$ cat src/rtl/fipo_memory_param.sv
// Serial-in/parallel-out configuration memory: collects DATA_W/LANES beats and commits a full word to a shadow output.
// Latency: parallel_out updates on the edge that captures the final beat; end_writing pulses for the cycle after.
// Backpressure: none; beats arriving after a completed load are dropped and flagged on overflow until clear.
//
// Ports:
//   clk          rising-edge clock
//   rst          asynchronous active-low reset
//   enable       serial_in carries a valid beat this cycle
//   clear        synchronous restart of the current load (wins over enable)
//   serial_in    LANES-bit beat
//   parallel_out last committed complete word
//   end_writing  one-cycle pulse following a commit
//   data_written sticky: a word has been committed since reset
//   busy         load in progress (0 < count < BEATS)
//   overflow     sticky: a beat arrived while the word was complete
//   count        beats captured in the current load
module fipo_memory_param #(
  parameter int DATA_W    = 312,
  parameter int LANES     = 1,
  parameter bit MSB_FIRST = 1'b1,
  localparam int BEATS    = DATA_W / LANES,
  localparam int CNT_W    = $clog2(BEATS + 1)
) (
  input  logic              clk,
  input  logic              rst,
  input  logic              enable,
  input  logic              clear,
  input  logic [LANES-1:0]  serial_in,
  output logic [DATA_W-1:0] parallel_out,
  output logic              end_writing,
  output logic              data_written,
  output logic              busy,
  output logic              overflow,
  output logic [CNT_W-1:0]  count
);

  if (DATA_W % LANES != 0) begin : g_bad_lanes
    $error("fipo_memory_param: DATA_W must be a multiple of LANES");
  end

  localparam logic [1:0] S_IDLE = 2'd0;
  localparam logic [1:0] S_LOAD = 2'd1;
  localparam logic [1:0] S_DONE = 2'd2;

  localparam logic [CNT_W-1:0] LAST_CNT = CNT_W'(BEATS - 1);

  logic [1:0]        r_state;
  logic [DATA_W-1:0] r_shift;
  logic [DATA_W-1:0] w_shift_nxt;
  logic              w_last_beat;

  // Shift register contents after accepting the current beat. A single-beat
  // word simply is the beat, which also avoids an empty slice below.
  if (BEATS == 1) begin : g_one_beat
    assign w_shift_nxt = serial_in;
  end else if (MSB_FIRST) begin : g_msb_first
    assign w_shift_nxt = {r_shift[DATA_W-LANES-1:0], serial_in};
  end else begin : g_lsb_first
    assign w_shift_nxt = {serial_in, r_shift[DATA_W-1:LANES]};
  end

  assign w_last_beat = (count == LAST_CNT);
  assign busy        = (r_state == S_LOAD);

  always_ff @(posedge clk or negedge rst) begin
    if (!rst) begin
      r_state      <= S_IDLE;
      r_shift      <= '0;
      parallel_out <= '0;
      count        <= '0;
      end_writing  <= 1'b0;
      data_written <= 1'b0;
      overflow     <= 1'b0;
    end else if (clear) begin
      // Restart only the in-flight load; the committed word survives.
      r_state     <= S_IDLE;
      r_shift     <= '0;
      count       <= '0;
      end_writing <= 1'b0;
      overflow    <= 1'b0;
    end else begin
      end_writing <= 1'b0;
      if (enable) begin
        if (r_state == S_DONE) begin
          overflow <= 1'b1;
        end else begin
          r_shift <= w_shift_nxt;
          count   <= count + 1'b1;
          if (w_last_beat) begin
            // Commit includes the beat captured on this very edge.
            parallel_out <= w_shift_nxt;
            r_state      <= S_DONE;
            end_writing  <= 1'b1;
            data_written <= 1'b1;
          end else begin
            r_state <= S_LOAD;
          end
        end
      end
    end
  end

endmodule
$ cat config.mk
export PLATFORM = sky130hd
export DESIGN_NAME = fipo_memory_param
export DESIGN_NICKNAME = d
export VERILOG_FILES = /design/src/rtl/fipo_memory_param.sv
export SDC_FILE = /design/constraint.sdc
export NUM_CORES = 1
export LEC_CHECK = 0
export ABC_AREA = 1
export CORE_MARGIN = 4
export CORE_UTILIZATION = 41
export CTS_CLUSTER_DIAMETER = 30
export CTS_CLUSTER_SIZE = 30
export DETAILED_ROUTE_END_ITERATION = 8
export SLEW_MARGIN = 20
export SYNTH_ARGS = -nofsm -noshare
export SYNTH_HDL_FRONTEND = slang
export SYNTH_SLANG_ARGS = --single-unit
$ cat constraint.sdc
create_clock -name clk -period 2.2 [get_ports clk]
set_input_delay 0.33 -clock clk [delete_from_list [all_inputs] [get_ports clk]]
set_output_delay 0.33 -clock clk [all_outputs]
set_load 0.005 [all_outputs]
# Yosys cells after proc, flatten, opt, wreduce, memory -nomap -nowiden
# Index checks and enable logic that the tools add are counted.
[word_totals]
ff_bits = 637
in_bits = 5
output_inout_bits = 325
[classes]
n_addsub = 1
n_eq_ne = 4
muxes = 17
bitwise_logic = 2
reduce_logical = 5
[op_table]
columns = ["cell", "count"]
rows = [
  ["$mux 311", 3],
  ["$mux 9", 3],
  ["$add 9x1->9 const B", 1],
  ["$eq 9x9->1 const B", 1],
  ["$mux 2", 4],
  ["$mux 1", 7],
  ["$reduce_and 2->1", 2],
  ["$reduce_and 4->1", 1],
  ["$reduce_bool 2->1", 2],
  ["$eq 2x1->1 const B", 1],
  ["$eq 2x2->1 const B", 1],
  ["$ne 2x2->1 const B", 1],
  ["$not 1->1", 2],
]

# Logic depth before layout (Yosys ltp)
# Gate-level depths: netlist of the first run.
[logic_depth]
word_depth = 5
ltp_mapped = 10

# Worst setup path before layout of the first run
# No wires, ideal clock.
[synth_path]
path_kind = "register -> register"
startpoint = "register count[0]"
endpoint = "register parallel_out[273]"
setup_time_ps = 117
arrival_time_ps = 1602
t_required_ps = 2083
setup_slack_ps = 481
path_stages_with_launch = 11
path_buffers = 2
path_cell_list = "dfrtp_1 -> ha_1 -> nand2_1 -> inv_2 -> nand2_1 -> nor2_4 -> nand3_2 -> buf_2 -> buf_2 -> nand2_1 -> nand2_1"
[synth_via]
elab_chain_cells = 2
[synth_rtl]
columns = ["element", "line", "rtl"]
rows = [
  ["from (decl)", "34", "output logic [CNT_W-1:0] count"],
  ["from (signal assigned)", "88", "count <= count + 1'b1;"],
  ["$eq 9x9->1", "62", "assign w_last_beat = (count == LAST_CNT);"],
  ["$reduce_and 4->1 (no source line)", "n/a", ""],
  ["to (signal assigned)", "91", "parallel_out <= w_shift_nxt;"],
  ["to (decl)", "29", "output logic [DATA_W-1:0] parallel_out,"],
]
# No other way between the ends.
# A chain may end at the register's enable or synchronous reset.

# Final worst setup path of the first run
[layout_path]
startpoint = "register count[3]"
endpoint = "output port count[3]"
# No word-level cell between the ends.

==> impl_metrics.py, run 1 <==
metrics = {
    "timing": {
        "setup_violations": 0,
        "rsz0062_at_grt": "true",
        "final.period_utilization": 0.9530,
        "slew_headroom": 0.2370,
        "setup_ws_ns": 0.1035,
        "clock.fmax_mhz": 477.0,
        "drv_slew": 0,
        "worst_pin_slew_ns": 1.145,
        "hold_violations": 0,
        "skew_ns": 0.02949,
        "min_period_ns": 2.097,
        "holdWs_ns": 0.1398,
    },
    "finish": {
        "final_area_sq_mm": 0.03456,
        "multi_input_area_sq_mm": 0.007951,
        "syn_to_final_growth_pct": 35.00,
        "stdcell_count": 3961,
        "regArea_sq_mm": 0.01594,
        "final_common_cell": "nand2_1",
        "drive_gt1_frac": 0.09702,
        "nFillCells": 5376,
        "final_nets": 3022,
        "layout_common_cells": "nand2_1, dfrtp_1, clkdlybuf4s50_1",
    },
    "synthesis": {
        "yosys.area.top_type": "dfrtp_1",
        "ys_top_cells_by_area": "dfrtp_1, nand2_1, nand4_1",
        "ys_ff_latch": 637,
        "yosysTopAreaCellShare": 0.6226,
        "syn_nets": 2722,
        "avgSynthCellArea_sq_um": 9.426,
        "synth_cell_types": 19,
        "yosysWarningCount": 0,
        "syn_area_sq_mm": 0.02560,
        "synth_cells": 2716,
        "ys_seq_area_frac": 0.6226,
    },
    "drt": {
        "first_pass_iters": 6,
        "wl_per_cell_um": 18.31,
        "drt-initial-drc-count": 1585,
        "postRouteAntennaNets": 0,
        "route.detailed.drc": 0,
        "vias": 20980,
        "routed_wl_mm": 72.53,
        "via_per_inst": 5.297,
    },
    "floorplanning": {
        "rows": 91,
        "io_pins": 330,
        "start_util": 0.4149,
        "die_width_um": 257.9,
        "core_sq_mm": 0.06171,
        "die_h_um": 257.9,
        "dieArea_sq_mm": 0.06651,
    },
    "clocking": {
        "clock_latency_ns": 0.69,
        "clk_pin_slew_ns": 0.05,
        "h-tree-depth": 4,
        "clockBufferDepth": 3,
        "cts_buffers": 138,
        "clock_sinks": 637,
        "cts_tree": "done",
        "cts_root_buffer": "clkbuf_16",
    },
    "run_status": {
        "status": "finished clean",
    },
    "power_and_ir_drop": {
        "p_int_mw": 25.97,
        "p_seq_frac": 0.357,
        "switching_share": 0.2144,
        "peakVddDrop_uv": 820.2,
        "clkPwrFrac": 0.613,
        "powerDensity_mw_per_mm2": 956.3,
        "p_sw_mw": 7.086,
        "p_leak_nw": 16.32,
        "power_frac_comb": 0.030,
    },
    "setup_path": {
        "reg2reg_to": "parallel_out[43]",
        "cp-end-kind": "output pin",
        "r2r_start": "count[1]",
        "cp_max_fo": 7,
        "cp.required_ns": 1.87,
        "critical_path_arrival_ns": 1.77,
        "crit_chain": "clkdlybuf4s50_1",
        "cp_num_buf_inv": 1,
        "start_kind": "flip-flop",
        "path_class": "flip-flop to output pin",
        "max_stage_delay_ns": 0.63,
        "critPathSlowestCell": "clkdlybuf4s50_1",
        "r2r_setup_slack_ns": 0.14,
        "crit_family": "buffers and inverters",
        "reg2reg_depth": 9,
    },
    "grt": {
        "grt_max_degree": 171,
        "grt_overflow_total": 0,
        "grt_pass1_vias": 21594,
        "antenna_found_initial": 1,
        "grt_usage": 0.2178,
        "grt_pass1_wl_mm": 118.1,
    },
    "place": {
        "place_ws_ns": 0.02290,
        "io_buffers": 329,
        "placed_area_sq_mm": 0.02983,
        "dp_hpwl_mm": 42.79,
        "placed_cells_incl_taps": 3710,
        "place.gp.congestion": 0.8152,
    },
    "hold_path": {
        "hp-class": "primary input to async pin",
    },
    "flow_run": {
        "drv_cap": 0,
    },
}
sequential cells by signal, summed over array words and instances (netlist names):
register / count
end_writing: 1
data_written: 1
overflow: 1
parallel_out: 312
r_state: 2
count: 9
r_shift: 311
cell families after synthesis:
family | after synthesis | synth area share
flip-flops | 637 | 0.6226
adder cells (fa/ha/maj) | 1 | 0.0004886
buffers and inverters | 425 | 0.06822
AND/OR/NAND/NOR | 1331 | 0.2316
AO/OA/AOI/OAI | 322 | 0.07712
layout make-up:
type | instances | area share
flip-flops and latches | 637 | 0.4612
multi-input cells | 1654 | 0.2301
repair buffers | 396 | 0.1226
clock buffers | 187 | 0.1144
well taps | 837 | 0.03030
inverters | 189 | 0.02103
clock inverters | 60 | 0.02035
diodes | 1 | 0.00007240
routing by layer:
metal  vias up  routed length (um)  share of wire  global-route usage
li1       9750                   -              -                   -
met1     10384               30490           0.42              0.2848
met2       717               35260           0.49              0.3524
met3       129                4642          0.064             0.04962
met4         0                2141          0.030             0.09164
met5         -                   0              0                   0
cells in the mapped netlist:
| library cell | number |
|---|---|
| inv_2 | 5 |
| o21ai_1 | 1 |
| a21oi_1 | 5 |
| nand4_1 | 293 |
| nand2_1 | 852 |
| nor2_1 | 36 |
| nand3_1 | 148 |
| o21ai_0 | 172 |
| buf_1 | 13 |
| o22ai_1 | 1 |
| ha_1 | 1 |
| a21boi_2 | 1 |
| nor2_4 | 1 |
| o31ai_1 | 142 |
| dfrtp_1 | 637 |
| inv_1 | 184 |
| clkbuf_1 | 102 |
| buf_2 | 121 |
| nand3_2 | 1 |
power groups by stage:
| stage | logic [mW] | clock network [mW] | registers (mW) |
|---|---|---|---|
| floorplan | 0.426 | 0 | 12.0 |
| global placement | 1.02 | 0 | 12.0 |
| detailed placement | 1.02 | 0 | 12.0 |
| CTS | 1.03 | 20.6 | 11.8 |
| global route | 1.12 | 21.3 | 11.8 |
| finish | 1.01 | 20.3 | 11.8 |
timing repair:
action,CTS,global route
setup endpoints to repair,1,219
resized for setup,1,9
setup buffers,0,0
cloned,0,1
pin swaps,0,2
hold buffers,2,0
endpoints found under the hold margin,288,0
per-stage QoR:
stage / power [mW] / utilization / TNS, ns
detailed placement: 12.99 / 0.4833 / 0
global route: 34.24 / 0.5601 / -0.05962
finish: 33.05 / 0.5601 / 0
CTS: 33.44 / 0.5591 / 0
floorplan: 12.40 / - / 0
global placement: 12.98 / 0.4833 / 0
worst max path at each step:
| stage | from | endpoint | slack [ns] | depth (start not counted) |
|---|---|---|---|---|
| floorplan | count[0] | parallel_out[273] | 0.48 | 10 |
| global placement | enable | parallel_out[183] | 0.09 | 6 |
| detailed placement | enable | parallel_out[78] | 0.02 | 6 |
| CTS | count[3] | count[3] | 0.05 | 1 |
| global route | count[1] | parallel_out[43] | -0.02 | 9 |
| finish | count[3] | count[3] | 0.10 | 1 |
Note: power is estimated with default switching activity, not from simulation.
==> run 2, diff against run 1 <==
--- a/config.mk
+++ b/config.mk
@@ -13,2 +13,3 @@
 export DETAILED_ROUTE_END_ITERATION = 8
+export PLACE_DENSITY = 0.73
 export SLEW_MARGIN = 20
--- a/constraint.sdc
+++ b/constraint.sdc
@@ -3,2 +3,2 @@
 set_output_delay 0.33 -clock clk [all_outputs]
-set_load 0.005 [all_outputs]
+set_load 0.01 [all_outputs]
==> run 2 against run 1 <==
  * Sequential cell count unchanged
  * Die area is the same
  * Setup slack gained 0.041 ns
  * Non-clock buffer count up 44
  * Register-to-register slack improved by 0.05 ns
  * First-iteration DRC count is 19% higher
  * Critical path type unchanged
  * Highest routed layer unchanged
==> impl_metrics.py, run 2 (same netlist as run 1, synthesis figures left out) <==
metrics = {
    "finish": {
        "layout_common_cells": "nand2_1, dfrtp_1, clkdlybuf4s50_1",
        "nFillCells": 5178,
        "drive_gt1_frac": 0.1041,
        "reg.largest.list": "parallel_out x312, r_shift x311, count x9",
        "final_common_cell": "nand2_1",
        "largest_reg_flops": 312,
        "final_nets": 3046,
        "final_util": 0.5600,
        "antenna_cells": 0,
        "syn_to_final_growth_pct": 34.98,
        "largest_register": "parallel_out",
    },
    "place": {
        "dp_hpwl_mm": 44.36,
        "io_buffers": 329,
        "place.gp.congestion": 0.7873,
    },
    "grt": {
        "grt_overflow_total": 0,
        "grt_usage": 0.2114,
        "antenna_found_initial": 0,
        "grt_max_degree": 132,
        "grt_pass1_wl_mm": 115.7,
        "grt_pass1_vias": 21283,
    },
    "setup_path": {
        "max_stage_delay_ns": 0.59,
        "cp_max_fo": 6,
        "cp.required_ns": 1.87,
        "critical_path_arrival_ns": 1.73,
        "crit_chain": "buf_4, clkdlybuf4s50_1",
        "path_class": "flip-flop to output pin",
        "start_kind": "flip-flop",
        "cp-end-kind": "output pin",
        "critPathSlowestCell": "clkdlybuf4s50_1",
        "r2r_setup_slack_ns": 0.19,
    },
    "flow_run": {
        "drv_cap": 0,
    },
    "drt": {
        "postRouteAntennaNets": 0,
        "via_per_inst": 5.317,
        "routed_wl_mm": 71.36,
        "vias": 21147,
        "route.detailed.drc": 0,
        "wl_per_cell_um": 17.94,
        "first_pass_iters": 5,
        "drt-initial-drc-count": 1892,
    },
    "clocking": {
        "clockBufferDepth": 3,
        "clock_latency_ns": 0.65,
        "cts_root_buffer": "clkbuf_16",
        "cts_buffers": 118,
        "clk_pin_slew_ns": 0.05,
        "clock_sinks": 637,
        "cts_tree": "done",
        "h-tree-depth": 3,
        "post_cts_buffers": 0,
    },
    "power_and_ir_drop": {
        "powerDensity_mw_per_mm2": 910.4,
        "peakVddDrop_uv": 655.9,
        "p_leak_nw": 16.32,
    },
    "timing": {
        "holdWs_ns": 0.1086,
        "rsz0062_at_grt": "false",
        "worst_pin_slew_ns": 0.6037,
        "min_period_ns": 2.056,
        "hold_violations": 0,
        "tns_ns": 0,
        "drv_slew": 0,
        "final.period_utilization": 0.9343,
        "skew_ns": 0.02729,
        "slew_headroom": 0.5976,
        "clock.fmax_mhz": 486.5,
        "setup_violations": 0,
    },
    "run_status": {
        "status": "finished clean",
    },
    "floorplanning": {
        "dieArea_sq_mm": 0.06651,
        "io_pins": 330,
        "die_width_um": 257.9,
        "die_h_um": 257.9,
        "core_sq_mm": 0.06171,
        "start_util": 0.4149,
        "rows": 91,
    },
    "hold_path": {
        "hp-class": "primary input to flip-flop",
    },
}
## run 2: cell count changes in the layout (fill, tap and decap cells not counted), moves of 3 or more
| cell | delta |
|---|---|
| clkbuf_1 | -7 |
| buf_12 | +18 |
| clkbuf_16 | -23 |
| clkinv_4 | +9 |
| buf_4 | +33 |
| clkbuf_8 | -9 |
| buf_6 | -3 |
| clkinvlp_4 | +5 |
| clkinv_2 | -12 |
| inv_8 | +5 |
## run 2: cell type report
cell class,count,area [sq um],share of cell area
inverter,189,720.7,0.02086
clock inverter,71,925.9,0.02679
multi-input combinational,1654,7949,0.2300
timing repair buffer,440,4722,0.1366
sequential,637,15940,0.4613
clock buffer,149,3252,0.09410
tap,837,1047,0.03031
## run 2: through the flow
stage / instances / area (sq um) / setup WS (ns) / power [mW]
after global placement: 3756 / 30370 / 0.07280 / 13.05
after global routing: 3977 / 34560 / 0.02406 / 32.41
after floorplan: 2716 / 25600 / 0.4357 / 12.40
after detailed placement: 3756 / 30370 / 0.04023 / 13.05
after CTS: 3977 / 34560 / 0.09466 / 31.75
final: 3977 / 34560 / 0.1445 / 31.46
## run 2: report_power, final
group	switching [mW]	internal, mW
Sequential	0.0123	11.8
Clock	6.31	12.3
Combinational	0.816	0.268
Total	7.14	24.3
## run 2: worst max-delay path, delay by kind of cell (launching register included)
kind	cells	cell delay, ns
buffers and inverters	2	0.74
DFF	1	0.36
## run 2: worst paths after layout
check	start	to	cells past startpoint
max in group asynchronous	rst	r_shift[286]	4
min	clear	r_shift[308]	2
max	count[3]	count[3]	2
max reg2reg	count[0]	parallel_out[132]	9
min in group asynchronous	rst	parallel_out[110]	2
min reg2reg	parallel_out[48]	parallel_out[48]	2
## run 2: layer usage
metal,wire (um),GRT usage,vias to the layer above
met5,0,0,-
met4,2287,0.08440,0
met3,3964,0.03648,152
met2,35220,0.3507,680
met1,29880,0.2786,10542
li1,-,-,9773
## run 2: repair_timing
action | 4_1_cts | 5_1_grt
resized for setup | 1 | 1
pin swaps | 0 | 1
gates cloned | 0 | 0
hold endpoints to repair | 177 | 0
hold buffers | 1 | 0
setup endpoints to repair | 1 | 2
==> run 3, diff against run 2 <==
Settings changed: CELL_PAD_IN_SITES_DETAIL_PLACEMENT set to 1, CELL_PAD_IN_SITES_GLOBAL_PLACEMENT set to 2, CORE_UTILIZATION 41 to 34, PLACE_DENSITY 0.73 to 0.89.
==> run 3 against run 2 <==
  * Global-route usage fell by 0.22 points
  * Critical path type unchanged
  * Core utilization fell by 8.3 points
  * Die area rose by 20%
  * Via count rose by 1.7%
  * Critical path depth fell by 1
  * Sequential share of layout area fell by 1.3 points
  * Register-to-register slack improved by 0.02 ns
  * Sequential power barely moved
  * Largest cell class unchanged
  * Non-clock buffer count fell by 31
  * Design area rose by 3.0%
  * Setup slack got worse by 0.053 ns
==> impl_metrics.py, run 3 (same netlist as run 1, synthesis figures left out) <==
metrics = {
    "run_status": {
        "status": "finished clean",
    },
    "finish": {
        "final_common_cell": "nand2_1",
        "layout_common_cells": "nand2_1, dfrtp_1, clkdlybuf4s50_1",
        "reg.largest.list": "parallel_out x312, r_shift x311, count x9",
        "largest_register": "parallel_out",
        "syn_to_final_growth_pct": 38.97,
        "largest_reg_flops": 312,
        "final_util": 0.4771,
        "nFillCells": 8128,
        "final_nets": 3042,
        "antenna_cells": 0,
        "drive_gt1_frac": 0.1087,
    },
    "power_and_ir_drop": {
        "p_seq_frac": 0.328,
        "clkPwrFrac": 0.643,
        "peakVddDrop_uv": 539.6,
        "switching_share": 0.2272,
        "p_int_mw": 27.76,
        "powerDensity_mw_per_mm2": 1010,
        "p_sw_mw": 8.160,
        "p_leak_nw": 16.71,
        "power_frac_comb": 0.029,
    },
    "drt": {
        "routed_wl_mm": 82.53,
        "vias": 21501,
        "first_pass_iters": 5,
        "postRouteAntennaNets": 0,
        "route.detailed.drc": 0,
        "drt-initial-drc-count": 1441,
        "wl_per_cell_um": 20.01,
        "via_per_inst": 5.214,
    },
    "setup_path": {
        "critPathSlowestCell": "clkdlybuf4s50_1",
        "crit_chain": "clkdlybuf4s50_1",
        "r2r_setup_slack_ns": 0.21,
        "path_class": "flip-flop to output pin",
        "critical_path_arrival_ns": 1.78,
        "reg2reg_to": "parallel_out[151]",
        "cp.required_ns": 1.87,
        "cp_num_buf_inv": 1,
        "start_kind": "flip-flop",
        "cp-end-kind": "output pin",
        "crit_family": "buffers and inverters",
        "r2r_start": "count[0]",
        "cp_max_fo": 6,
        "max_stage_delay_ns": 0.64,
        "reg2reg_depth": 10,
    },
    "grt": {
        "grt_max_degree": 136,
        "grt_overflow_total": 0,
        "antenna_found_initial": 0,
        "grt_usage": 0.2092,
        "grt_pass1_wl_mm": 133.9,
        "grt_pass1_vias": 23905,
    },
    "timing": {
        "setup_ws_ns": 0.09102,
        "slew_headroom": 0.5091,
        "min_period_ns": 2.109,
        "worst_pin_slew_ns": 0.7363,
        "tns_ns": 0,
        "drv_slew": 0,
        "hold_violations": 0,
        "rsz0062_at_grt": "false",
        "final.period_utilization": 0.9586,
        "skew_ns": 0.04980,
        "setup_violations": 0,
        "clock.fmax_mhz": 474.2,
    },
    "flow_run": {
        "drv_cap": 0,
    },
    "place": {
        "io_buffers": 329,
        "dp_hpwl_mm": 49.12,
        "place_ws_ns": 0.06284,
        "place.gp.congestion": 0.7696,
    },
    "clocking": {
        "post_cts_buffers": 0,
        "h-tree-depth": 4,
        "clock_latency_ns": 0.71,
        "clock_sinks": 637,
        "clockBufferDepth": 3,
        "cts_root_buffer": "clkbuf_16",
        "clk_pin_slew_ns": 0.05,
        "cts_buffers": 145,
        "cts_tree": "done",
    },
    "floorplanning": {
        "die_h_um": 282.4,
        "rows": 100,
        "io_pins": 330,
        "die_width_um": 282.4,
        "core_sq_mm": 0.07457,
        "start_util": 0.3433,
        "dieArea_sq_mm": 0.07976,
    },
    "hold_path": {
        "hp-class": "primary input to async pin",
    },
}
==> run 3: changes by cell type in the layout (fill, tap and decap cells not counted), sizes merged <==
cell	change
dlygate4sd2	+1
bufinv	+9
clkinv	+10
buf	-32
clkbuf	+32
dlymetal6s2s	+1
clkinvlp	+1
dlygate4sd3	+1
clkdlybuf4s50	-2
inv	-6
==> run 3: how the worst max path moves through the flow <==
stage | start | to | slack (ns) | cells past startpoint
finish | count[7] | count[7] | 0.09 | 1
detailed placement | enable | parallel_out[61] | 0.06 | 6
global placement | enable | parallel_out[250] | 0.10 | 7
global route | count[0] | parallel_out[300] | 0.005 | 10
floorplan | count[0] | parallel_out[273] | 0.44 | 10
CTS | count[3] | count[3] | 0.001 | 1
==> run 3: power by group through the flow <==
stage	combinational, mW	sequential [mW]	clock (mW)
after detailed placement	1.06	12.0	0
final	1.05	11.8	23.1
after global placement	1.04	12.0	0
after floorplan	0.427	12.0	0
after CTS	1.07	11.8	23.5
after global routing	1.16	11.8	24.2
==> run 3: final cells by class <==
class,count,area [sq um],area share
Timing Repair Buffer,409,4425,0.1244
Clock inverter,85,1343,0.03773
Sequential cell,637,15940,0.4480
Clock buffer,181,3984,0.1120
Inverter,189,723.2,0.02033
Multi-Input combinational cell,1654,7951,0.2235
Tap cell,969,1212,0.03408
==> run 3: metrics by stage <==
step	area, sq um	power [mW]	hold WS [ns]	cells
global placement	30220	13.01	0.3318	3856
floorplan	25600	12.40	0.03441	2716
global route	35580	37.14	0.1865	4124
finish	35580	35.92	0.1882	4124
CTS	35570	36.37	0.1539	4124
detailed placement	30220	13.04	0.3314	3856
==> run 3: layer usage <==
layer / share of wire / routed length [um] / track usage / vias to the layer above
met5: 0 / 0 / 0 / -
met4: 0.037 / 3085 / 0.09197 / 0
met3: 0.044 / 3596 / 0.04160 / 187
met2: 0.50 / 41660 / 0.3572 / 544
met1: 0.41 / 34190 / 0.2590 / 11003
li1: - / - / - / 9767
==> run 3: what timing repair did <==
action / in CTS / in global routing
hold buffers: 2 / 0
endpoints found under the hold margin: 75 / 0
gates resized for setup: 3 / 4
endpoints found under the setup margin: 2 / 21
